==> src/rtl/define.sv <==
// rtl/define.sv - global architecture width shared by the fetch slice
`ifndef DEFINE_SV
`define DEFINE_SV
`ifndef XLEN
`define XLEN 32
`endif
`endif

==> src/rtl/fetch_pkg.sv <==
// rtl/fetch_pkg.sv - shared FSM state type and constants for instruction fetch
`include "define.sv"

package fetch_pkg;

    typedef enum logic [1:0] {
        IDLE = 2'd0,
        REQ  = 2'd1,
        WAIT = 2'd2,
        HOLD = 2'd3
    } fetch_state_t;

    // ADDI x0,x0,0
    localparam logic [`XLEN-1:0] NOP_INSTR = 32'h0000_0013;
    localparam logic [`XLEN-1:0] PC_STEP   = 32'd4;

endpackage

==> src/rtl/fetch_hold_buf.sv <==
// rtl/fetch_hold_buf.sv - one-entry instruction/pc holding register
//
// Ports:
//   clk, rst_n      clock and synchronous active-low reset
//   load            capture instr_in/pc_in and mark the entry valid
//   clear           drop the entry (wins over load)
//   instr_in, pc_in word and its PC to capture
//   valid           entry holds a word
//   instr, pc       held word and its PC
`include "define.sv"

module fetch_hold_buf (
    input  logic             clk,
    input  logic             rst_n,
    input  logic             load,
    input  logic             clear,
    input  logic [`XLEN-1:0] instr_in,
    input  logic [`XLEN-1:0] pc_in,
    output logic             valid,
    output logic [`XLEN-1:0] instr,
    output logic [`XLEN-1:0] pc
);

    always_ff @(posedge clk) begin
        if (!rst_n || clear) begin
            valid <= 1'b0;
            instr <= '0;
            pc    <= '0;
        end else if (load) begin
            valid <= 1'b1;
            instr <= instr_in;
            pc    <= pc_in;
        end
    end

endmodule

==> src/rtl/instruction_fetch.sv <==
// rtl/instruction_fetch.sv - PC generation, single-outstanding imem fetch, registered output
//
// Optional feature macro: FETCH_MISALIGN_CHECK_EN (adds fetch_misalign output and
// parks fetch on a misaligned redirect; otherwise redirect_pc[1:0] is forced to 0).
//
// Ports:
//   clk, rst_n                      clock and synchronous active-low reset
//   halt                            downstream stall, outputs hold
//   redirect_en, redirect_pc        branch/jump redirect pulse and target
//   imem_req, imem_addr, imem_gnt   request/grant handshake to instruction memory
//   imem_rvalid, imem_rdata         memory response
//   instruction_out, pc_out         registered word and its PC to operand fetch
//   instr_valid                     instruction_out is a real instruction
//   fetch_misalign                  (feature only) last redirect target was misaligned
`include "define.sv"

module instruction_fetch #(
    parameter logic [`XLEN-1:0] RESET_PC  = 32'h0000_0000,
    parameter logic [`XLEN-1:0] NOP_INSTR = fetch_pkg::NOP_INSTR
) (
    input  logic             clk,
    input  logic             rst_n,
    input  logic             halt,
    input  logic             redirect_en,
    input  logic [`XLEN-1:0] redirect_pc,
    output logic             imem_req,
    output logic [`XLEN-1:0] imem_addr,
    input  logic             imem_gnt,
    input  logic             imem_rvalid,
    input  logic [`XLEN-1:0] imem_rdata,
    output logic [`XLEN-1:0] instruction_out,
    output logic [`XLEN-1:0] pc_out,
    output logic             instr_valid
`ifdef FETCH_MISALIGN_CHECK_EN
    ,
    output logic             fetch_misalign
`endif
);

    import fetch_pkg::*;

    fetch_state_t     state;
    fetch_state_t     state_nxt;
    logic [`XLEN-1:0] pc;
    logic             drop;       // the outstanding response belongs to a flushed fetch
    logic             mis;        // parked on a misaligned redirect target
    logic [`XLEN-1:0] target;
    logic             target_bad;
    logic             gnt_acc;
    logic             rsp;
    logic             present_hold;
    logic             hold_load;
    logic             hold_clear;
    logic             hold_valid;
    logic [`XLEN-1:0] hold_instr;
    logic [`XLEN-1:0] hold_pc;

`ifdef FETCH_MISALIGN_CHECK_EN
    assign target         = redirect_pc;
    assign target_bad     = |redirect_pc[1:0];
    assign fetch_misalign = mis;
`else
    assign target         = redirect_pc & {{(`XLEN-2){1'b1}}, 2'b00};
    assign target_bad     = 1'b0;
`endif

    assign gnt_acc      = imem_req && imem_gnt;
    assign rsp          = (state == WAIT) && imem_rvalid;
    assign present_hold = (state == HOLD) && !halt && hold_valid;
    assign hold_load    = rsp && !drop && halt && !redirect_en;
    assign hold_clear   = redirect_en || present_hold;

    fetch_hold_buf u_hold (
        .clk      (clk),
        .rst_n    (rst_n),
        .load     (hold_load),
        .clear    (hold_clear),
        .instr_in (imem_rdata),
        .pc_in    (pc),
        .valid    (hold_valid),
        .instr    (hold_instr),
        .pc       (hold_pc)
    );

    // State register
    always_ff @(posedge clk) begin
        if (!rst_n) begin
            state <= IDLE;
        end else begin
            state <= state_nxt;
        end
    end

    // Next-state logic; a redirect only changes the path out of WAIT/HOLD,
    // a grant taken in the redirect cycle still moves to WAIT to drain it.
    always_comb begin
        state_nxt = state;
        case (state)
            IDLE: state_nxt = REQ;
            REQ:  if (gnt_acc) state_nxt = WAIT;
            WAIT: begin
                if (imem_rvalid) begin
                    if (redirect_en || drop || !halt) begin
                        state_nxt = REQ;
                    end else begin
                        state_nxt = HOLD;
                    end
                end
            end
            HOLD: if (redirect_en || !halt) state_nxt = REQ;
            default: state_nxt = IDLE;
        endcase
    end

    // Output logic
    always_comb begin
        imem_req = 1'b0;
        if (state == REQ && !mis) begin
            imem_req = 1'b1;
        end
    end

    assign imem_addr = pc;

    // PC, drop tracking and the registered output stage
    always_ff @(posedge clk) begin
        if (!rst_n) begin
            pc              <= RESET_PC;
            drop            <= 1'b0;
            mis             <= 1'b0;
            instruction_out <= NOP_INSTR;
            pc_out          <= RESET_PC;
            instr_valid     <= 1'b0;
        end else if (redirect_en) begin
            pc              <= target;
            mis             <= target_bad;
            instruction_out <= NOP_INSTR;
            instr_valid     <= 1'b0;
            drop            <= gnt_acc || ((state == WAIT) && !imem_rvalid);
        end else begin
            if (rsp && drop) begin
                drop <= 1'b0;
            end
            if (!halt) begin
                if (rsp && !drop) begin
                    instruction_out <= imem_rdata;
                    pc_out          <= pc;
                    instr_valid     <= 1'b1;
                    pc              <= pc + PC_STEP;
                end else if (present_hold) begin
                    instruction_out <= hold_instr;
                    pc_out          <= hold_pc;
                    instr_valid     <= 1'b1;
                    pc              <= pc + PC_STEP;
                end else begin
                    // one-cycle bubble so downstream never consumes a word twice
                    instruction_out <= NOP_INSTR;
                    instr_valid     <= 1'b0;
                end
            end
        end
    end

endmodule

==> config.mk <==
export PLATFORM = sky130hd
export DESIGN_NAME = instruction_fetch
export DESIGN_NICKNAME = d
export VERILOG_FILES = /design/src/rtl/fetch_pkg.sv /design/src/rtl/fetch_hold_buf.sv /design/src/rtl/instruction_fetch.sv
export VERILOG_INCLUDE_DIRS = /design/src /design/src/rtl
export SDC_FILE = /design/constraint.sdc
export NUM_CORES = 1
export LEC_CHECK = 0
export CAP_MARGIN = 20
export CORE_ASPECT_RATIO = 0.75
export CORE_MARGIN = 1
export CORE_UTILIZATION = 47
export CTS_BUF_LIST = sky130_fd_sc_hd__clkbuf_8
export DETAILED_ROUTE_END_ITERATION = 12
export GPL_ROUTABILITY_DRIVEN = 0
export PLACE_DENSITY = 0.79
export SYNTH_ARGS = -nofsm -noshare
export SYNTH_HDL_FRONTEND = slang
export SYNTH_SLANG_ARGS = --single-unit
==> constraint.sdc <==
create_clock -name clk -period 1.85 [get_ports clk]
set_clock_uncertainty 0.05 [all_clocks]
set_input_delay 0.185 -clock clk [delete_from_list [all_inputs] [get_ports clk]]
set_output_delay 0.185 -clock clk [all_outputs]
set_load 0.03 [all_outputs]
==> results of run 1 <==
tightest hold or removal path, stage by stage:
cell and delay [ns]:
clkdlybuf4s50_1 0.42, nand2_1 0.07, a21oi_1 0.05
layer usage:
layer,global-route usage [%],part of all wire (%)
met1,40.34,39
met2,45.47,47
met3,6.139,11
met4,8.065,3.9
met5,0,0
Yosys cell counts (2+ instances only):
cell type  count  area, um2
nand2_1      204      765.7
dfxtp_1      159       3183
nor2_1        76      285.3
a21oi_1       69      345.3
clkbuf_1      45      168.9
a311oi_1      37      324.1
nor3_1        31      155.2
a221oi_1      27      236.5
o21ai_0       25      125.1
buf_2         23      115.1
nand3_1       12      60.06
or4_1         10      75.07
a211oi_1       9      67.56
a31oi_1        8      50.05
and4_1         8      70.07
and3_1         7      43.79
inv_1          7      26.28
nor2b_1        7      43.79
or3_1          7      43.79
nand4_1        6      37.54
buf_4          5      37.54
o211ai_1       5      37.54
o31ai_1        5      37.54
ha_1           4      50.05
or2_2          4      25.02
xnor2_1        4      35.03
a32oi_1        3      26.28
nor4b_1        3      26.28
o22ai_1        3      18.77
xor2_1         3      26.28
a211oi_2       2      25.02
a22oi_1        2      15.01
a41o_1         2      20.02
a41oi_1        2      17.52
and2_1         2      12.51
and3b_1        2      17.52
buf_1          2      7.510
buf_6          2      22.52
mux2_2         2      22.52
nor3b_1        2      15.01
nor4_1         2      12.51
cells by family after synthesis:
group / after synthesis / share of synthesized area (%)
AND/OR/NAND/NOR: 391 / 25.21
AO/OA/AOI/OAI: 213 / 21.51
flip-flops: 159 / 45.49
buffers and inverters: 88 / 5.686
XOR/XNOR: 7 / 0.8761
adder cells (fa/ha/maj): 4 / 0.7152
multiplexers: 3 / 0.4648
other: 1 / 0.05359
repair_timing:
item / in CTS / in global routing
endpoints found under the setup margin: 177 / 154
gates cloned: 4 / 12
gates resized for setup: 62 / 301
buffers inserted: 11 / 26
pin swaps: 17 / 151
hold buffers: 0 / 0
placed cells by master, fill, tap and decap left out, drive strengths merged, types with 4 or more instances in the layout:
master         netlist  final
a211oi              11     11
a21oi               70     70
a221oi              27     27
a311oi              37     37
a31oi                8      8
and3                 7      7
and4                 8      8
buf                 32    129
clkbuf              47     29
clkdlybuf4s50        0    126
clkinv               1      7
conb                 1      4
dfxtp              159    159
dlygate4sd2          0     23
dlymetal6s2s         0     10
ha                   4      4
inv                  8     14
nand2              205    205
nand3               13     13
nand4                6      6
nor2                76     76
nor2b                7      7
nor3                33     34
o211ai               6      6
o21ai               26     26
o31ai                5      5
or2                  5      5
or3                  7      7
or4                 10     10
xnor2                4      4
worst paths after layout:
kind | end | slack (ns) | cells past startpoint
setup reg to reg | pc_out[31] | -0.22 | 10
setup / recovery | pc_out[31] | -0.22 | 10
hold reg to reg | u_hold.instr[6] | 0.41 | 2
hold / removal | u_hold.instr[6] | 0.26 | 3
area by class of cell:
cell class              count  share of cell area [%]
multi-input cells         623                   39.38
flip-flops and latches    159                   27.09
inverters                   9                  0.2862
clock buffers              17                   1.982
repair buffers            300                   27.65
clock inverters            15                   1.495
well taps                 200                   2.120
state kept, by name, summed over array words and instances (netlist names):
name	flops
u_hold.pc	30
u_hold.instr	32
state	2
imem_addr	30
drop	1
instr_valid	1
u_hold.valid	1
instruction_out	32
pc_out	30
stage by stage:
step	std cells	hold WS, ns	utilization [%]
floorplan	869	0.2710	-
global placement	1241	0.3921	64.31
detailed placement	1241	0.3961	64.31
CTS	1288	0.2426	69.34
global route	1323	0.2482	81.39
finish	1323	0.2624	81.39
power by group:
part	internal, mW	switching, mW	total (mW)
clock	1.24	1.48	2.73
combinational	0.504	0.714	1.22
sequential	3.50	0.0685	3.57
total	5.25	2.27	7.51
==> summary.txt, run 1 <==
Global routing
  • GR Overflow Total: 0
  • Initial antenna violation count: 0
  • Tot GR Track Use: 29.09%
  • First-pass GRT wire length: approximately 35 mm
  • Vias in the first global route: 6734
  • Largest net degree at the start of global routing: 49

Critical path
  • Most frequent CP cell: buf_12
  • CP delay by family, top: buffers and inverters
  • Slowest cell on crit path: dfxtp_2
  • Req. time, crit path: 2.13 ns
  • CP peak stage delay: 0.37 ns
  • Worst path arrival time: between 2 and 2.5 ns
  • Critical Path Start Type: flip-flop
  • Critical Path Start: state[0]
  • CP Max Fanout: 8
  • CP bufs+invs: 5
  • Crit end category: flip-flop
  • WS Path Type: flip-flop to flip-flop
  • CP cell instances: buf_6 -> ha_4 -> buf_12 -> nand2_8 -> buf_12 -> a211oi_4 -> buf_6 -> buf_12 -> nor2_1 -> a311oi_1
  • Worst flop-to-flop path startpoint: state[0]

Placement
  • Pre-CTS WS: -0.4700 ns
  • Input/output buffers: 161
  • Dpl cell area: 9326 um2
  • Post-DP HPWL: 14.23 mm

Floorplan
  • Core area: about 15000 um2
  • Chip Width: 142.9 um
  • Rows: 38
  • Die Height: 107.7 um
  • Die ar.: 15390 um2
  • I/O pin count: 168
  • Initial Utilization: 48.26%

Drt
  • Vias per inst: ~6.3
  • Remaining routing DRC violations: 0
  • DR WL/cell: 22.17 um
  • Detailed Route WL: 29.34 mm
  • Drt pass-1 iters: 5
  • Total number of vias: 8339
  • Starting DRT DRC Count: ~940
  • Post-route ant nets: 0

Synthesis
  • Post-synthesis sequential area ratio: 45.49%
  • Synthesis-stage register bit count: between 150 and 200
  • Cell variety after synth: 69
  • Syn_area_per_cell: just over 8 um2
  • Mapped cell area: between 6000 and 7000 um2
  • EDFF count, synth: 0
  • Predominant post-synthesis flop cell: dfxtp_1
  • YS warnings: 0
  • Async set-reset flop share out of synthesis: 0%
  • Mapped Cells: a little under 900

Min path
  • Hold Crit Class: input pin to flip-flop
  • Min-delay src: imem_rdata[6]

Clock tree
  • Clock latency on the worst-skew pair: approximately 0.46 ns
  • CTS buffer count: 17
  • CTS Sinks: 159
  • Root Driver: clkbuf_8
  • Longest Clk Path Bufs: 2
  • Clock-pin slew on the worst setup and hold paths: 0.09 ns
  • CTS tree: built
  • H-tree depth: 4

STA
  • Maximum clock frequency: 482.5 MHz
  • Fin crit period: between 2 and 2.5 ns
  • Slew @ Worst Pin: approximately 0.55 ns
  • TNS Setup: -8.769 ns
  • Final Slew Violations: 0
  • Final hold violation count: 0
  • RSZ-0062 raised after global routing: true
  • Worst slew margin: between 60% and 70%
  • Final worst slack: -0.2224 ns
  • Finish-stage setup viols: between 100 and 150
  • Fin crit share: 112.0%

Power and ir drop
  • P_leak: between 4 and 5 nW
  • Total Power: 7.515 mW
  • Power density cells: 636.7 nW/um2
  • Peak VDD IR: slightly above 500 uV

Finish
  • Multi-input gate area: 4648 um2
  • Nets@finish: 1184
  • Layout cells sized above 1: 35.35%
  • Number of fill cells in the layout: 743
  • Antenna diodes: 0
  • Area growth from synthesis to layout: 68.66%
  • Design Area, Final: 11800 um2
  • Register Area: between 3000 and 4000 um2

Status
  • Failing checks: setup timing
  • Outcome: finished, violations left

Job
  • Max cap viols: 0
No activity file was read; power rests on OpenSTA's default activity.
==> run 2: changes to the inputs <==
Settings changed: CORE_UTILIZATION 47 to 55, PLACE_DENSITY 0.79 to 0.87.
Clock period 1.85 ns to 2.6 ns, I/O delays scaled along.
==> summary.txt, run 2 (synthesized netlist as in run 1, its figures left out) <==
Power and ir drop
  • Flop pwr share: 51.9% (+4.4 points)
  • P_leak: 2.957 nW (-37%)
  • Power density cells: 541.4 nW/um2 (-15%)
  • Total Power: 4.949 mW (-34%)
  • Sw Ratio: 28.45% (-1.7 points)
  • Net Sw Power: 1.408 mW (-38%)
  • Part of the power in the clock network: 35.5% (-0.8 points)
  • P_int: 3.541 mW (-33%)
  • Peak VDD IR: 357.2 uV (-31%)
  • Combinational cell fraction of total power: 12.6% (-3.6 points)

Floorplan
  • Chip Width: 132.3 um (-7.5%)
  • Initial Utilization: 56.67% (+8.4 points)
  • Core area: 12350 um2 (-15%)
  • Die ar.: 13180 um2 (-14%)
  • Die Height: 99.69 um (-7.4%)
  • I/O pin count: 168 (unchanged)
  • Rows: 35 (-7.9%)

Clock tree
  • H-tree depth: 4 (unchanged)
  • Post-CTS Setup Inserts: 0 (-11)
  • Clock-pin slew on the worst setup and hold paths: 0.09 ns (about the same)
  • CTS buffer count: 17 (unchanged)
  • Longest Clk Path Bufs: 2 (unchanged)
  • CTS Sinks: 159 (unchanged)
  • Root Driver: clkbuf_8
  • CTS tree: built
  • Clock latency on the worst-skew pair: 0.46 ns (about the same)

Global routing
  • First-pass GRT wire length: 31.45 mm (-9.8%)
  • Tot GR Track Use: 30.00% (+0.91 points)
  • Largest net degree at the start of global routing: 51 (+4.1%)
  • GR Overflow Total: 0 (unchanged)
  • Vias in the first global route: 6257 (-7.1%)
  • Initial antenna violation count: 0 (unchanged)

Drt
  • DR WL/cell: 16.71 um (-25%)
  • Starting DRT DRC Count: 705 (-25%)
  • Vias per inst: 5.900 (-6.4%)
  • Drt pass-1 iters: 5 (unchanged)
  • Detailed Route WL: 19.68 mm (-33%)
  • Post-route ant nets: 0 (unchanged)
  • Remaining routing DRC violations: 0 (unchanged)
  • Total number of vias: 6950 (-17%)

Finish
  • Core Util, Final: 74.01% (-7.4 points)
  • Most frequent cells in the layout: 203 x nand2_1, 160 x clkdlybuf4s50_1, 159 x dfxtp_1
  • Regs by FF count: instruction_out x32, u_hold.instr x32
  • Antenna diodes: 0 (unchanged)
  • Area growth from synthesis to layout: 30.61%
  • Commonest non-fill, non-tap cell in the layout: nand2_1
  • Layout cells sized above 1: 8.202% (-27 points)
  • Register Area: 3183 um2 (-0.43%)
  • Design Area, Final: 9140 um2 (-23%)
  • Nets@finish: 1073 (-9.4%)
  • Post-Layout Cell Count: 1178 (-11%)
  • Multi-input gate area: 3457 um2 (-26%)
  • Number of fill cells in the layout: 962 (+29%)

STA
  • RSZ-0062 raised after global routing: false
  • TNS Setup: 0 ns (+8.769 ns)
  • Slew @ Worst Pin: 1.072 ns (+0.5215 ns)
  • Worst slew margin: 28.28% (-35 points)
  • Fin crit period: 2.377 ns (+0.3045 ns)
  • Final worst slack: 0.2231 ns (+0.4455 ns)
  • Finish-stage setup viols: 0 (-100%)
  • Final Slew Violations: 0 (unchanged)
  • Worst hold slack: 0.3267 ns (+0.06429 ns)
  • Fin crit share: 91.42% (-21 points)
  • Final hold violation count: 0 (unchanged)
  • Maximum clock frequency: 420.7 MHz (-13%)

Critical path
  • Critical Path Start Type: flip-flop
  • WS Path Type: flip-flop to flip-flop
  • CP Max Fanout: 27 (+19)
  • Crit end category: flip-flop
  • Req. time, crit path: 2.93 ns (+0.80 ns)
  • Worst path arrival time: 2.70 ns (+0.34 ns)

Placement
  • Dpl cell area: 8768 um2 (-6.0%)
  • Pre-CTS WS: 0.1628 ns (+0.6327 ns)
  • Placed insts: 1146 (-7.7%)
  • Input/output buffers: 161 (unchanged)
  • Post-DP HPWL: 13.08 mm (-8.1%)

Min path
  • Hold Crit Class: input pin to flip-flop

Status
  • Outcome: complete, no violations

Job
  • Max cap viols: 0 (unchanged)
run 2: cell type report:
type                       instances  share of cell area, %
inverter                           9                 0.3696
timing repair buffer             190                  20.64
clock buffer                      17                  2.560
sequential                       159                  34.83
clock inverter                    15                  1.506
multi-input combinational        622                  37.82
tap                              166                  2.272
run 2: worst max-delay path: stages, from the launching register on:
cell and delay, ns:
dfxtp_1 0.39, inv_1 0.06, ha_1 0.26, and3b_2 0.28, nor3_4 0.82, a221oi_1 0.22, nor3_1 0.20
run 2: power by group through the flow:
| stage | Combinational (mW) | Clock, mW | Sequential, mW |
|---|---|---|---|
| 5_1_grt | 0.665 | 1.87 | 2.58 |
| 3_3_place_gp | 0.609 | 0 | 2.62 |
| 4_1_cts | 0.620 | 1.77 | 2.57 |
| 6_report | 0.624 | 1.76 | 2.57 |
| 2_1_floorplan | 0.239 | 0 | 2.70 |
| 3_5_place_dp | 0.616 | 0 | 2.62 |
run 2: per-layer routing:
metal,global-route usage [%],routed length (um)
met5,0,0
met1,41.76,8789
met2,45.75,8740
met3,6.575,1747
met4,11.14,402
run 2: what timing repair did:
item,in CTS,in global routing
hold buffers,0,0
resized for setup,0,0
endpoints found under the setup margin,0,2
run 2: final timing paths:
path                                      from                  end  slack (ns)  cells after the start
worst max-delay path                  state[0]  instruction_out[18]        0.22                      6
worst min register to register    u_hold.pc[6]         u_hold.pc[6]        0.41                      2
worst min-delay path            imem_rdata[28]     u_hold.instr[28]        0.33                      3
worst max register to register        state[0]  instruction_out[18]        0.22                      6
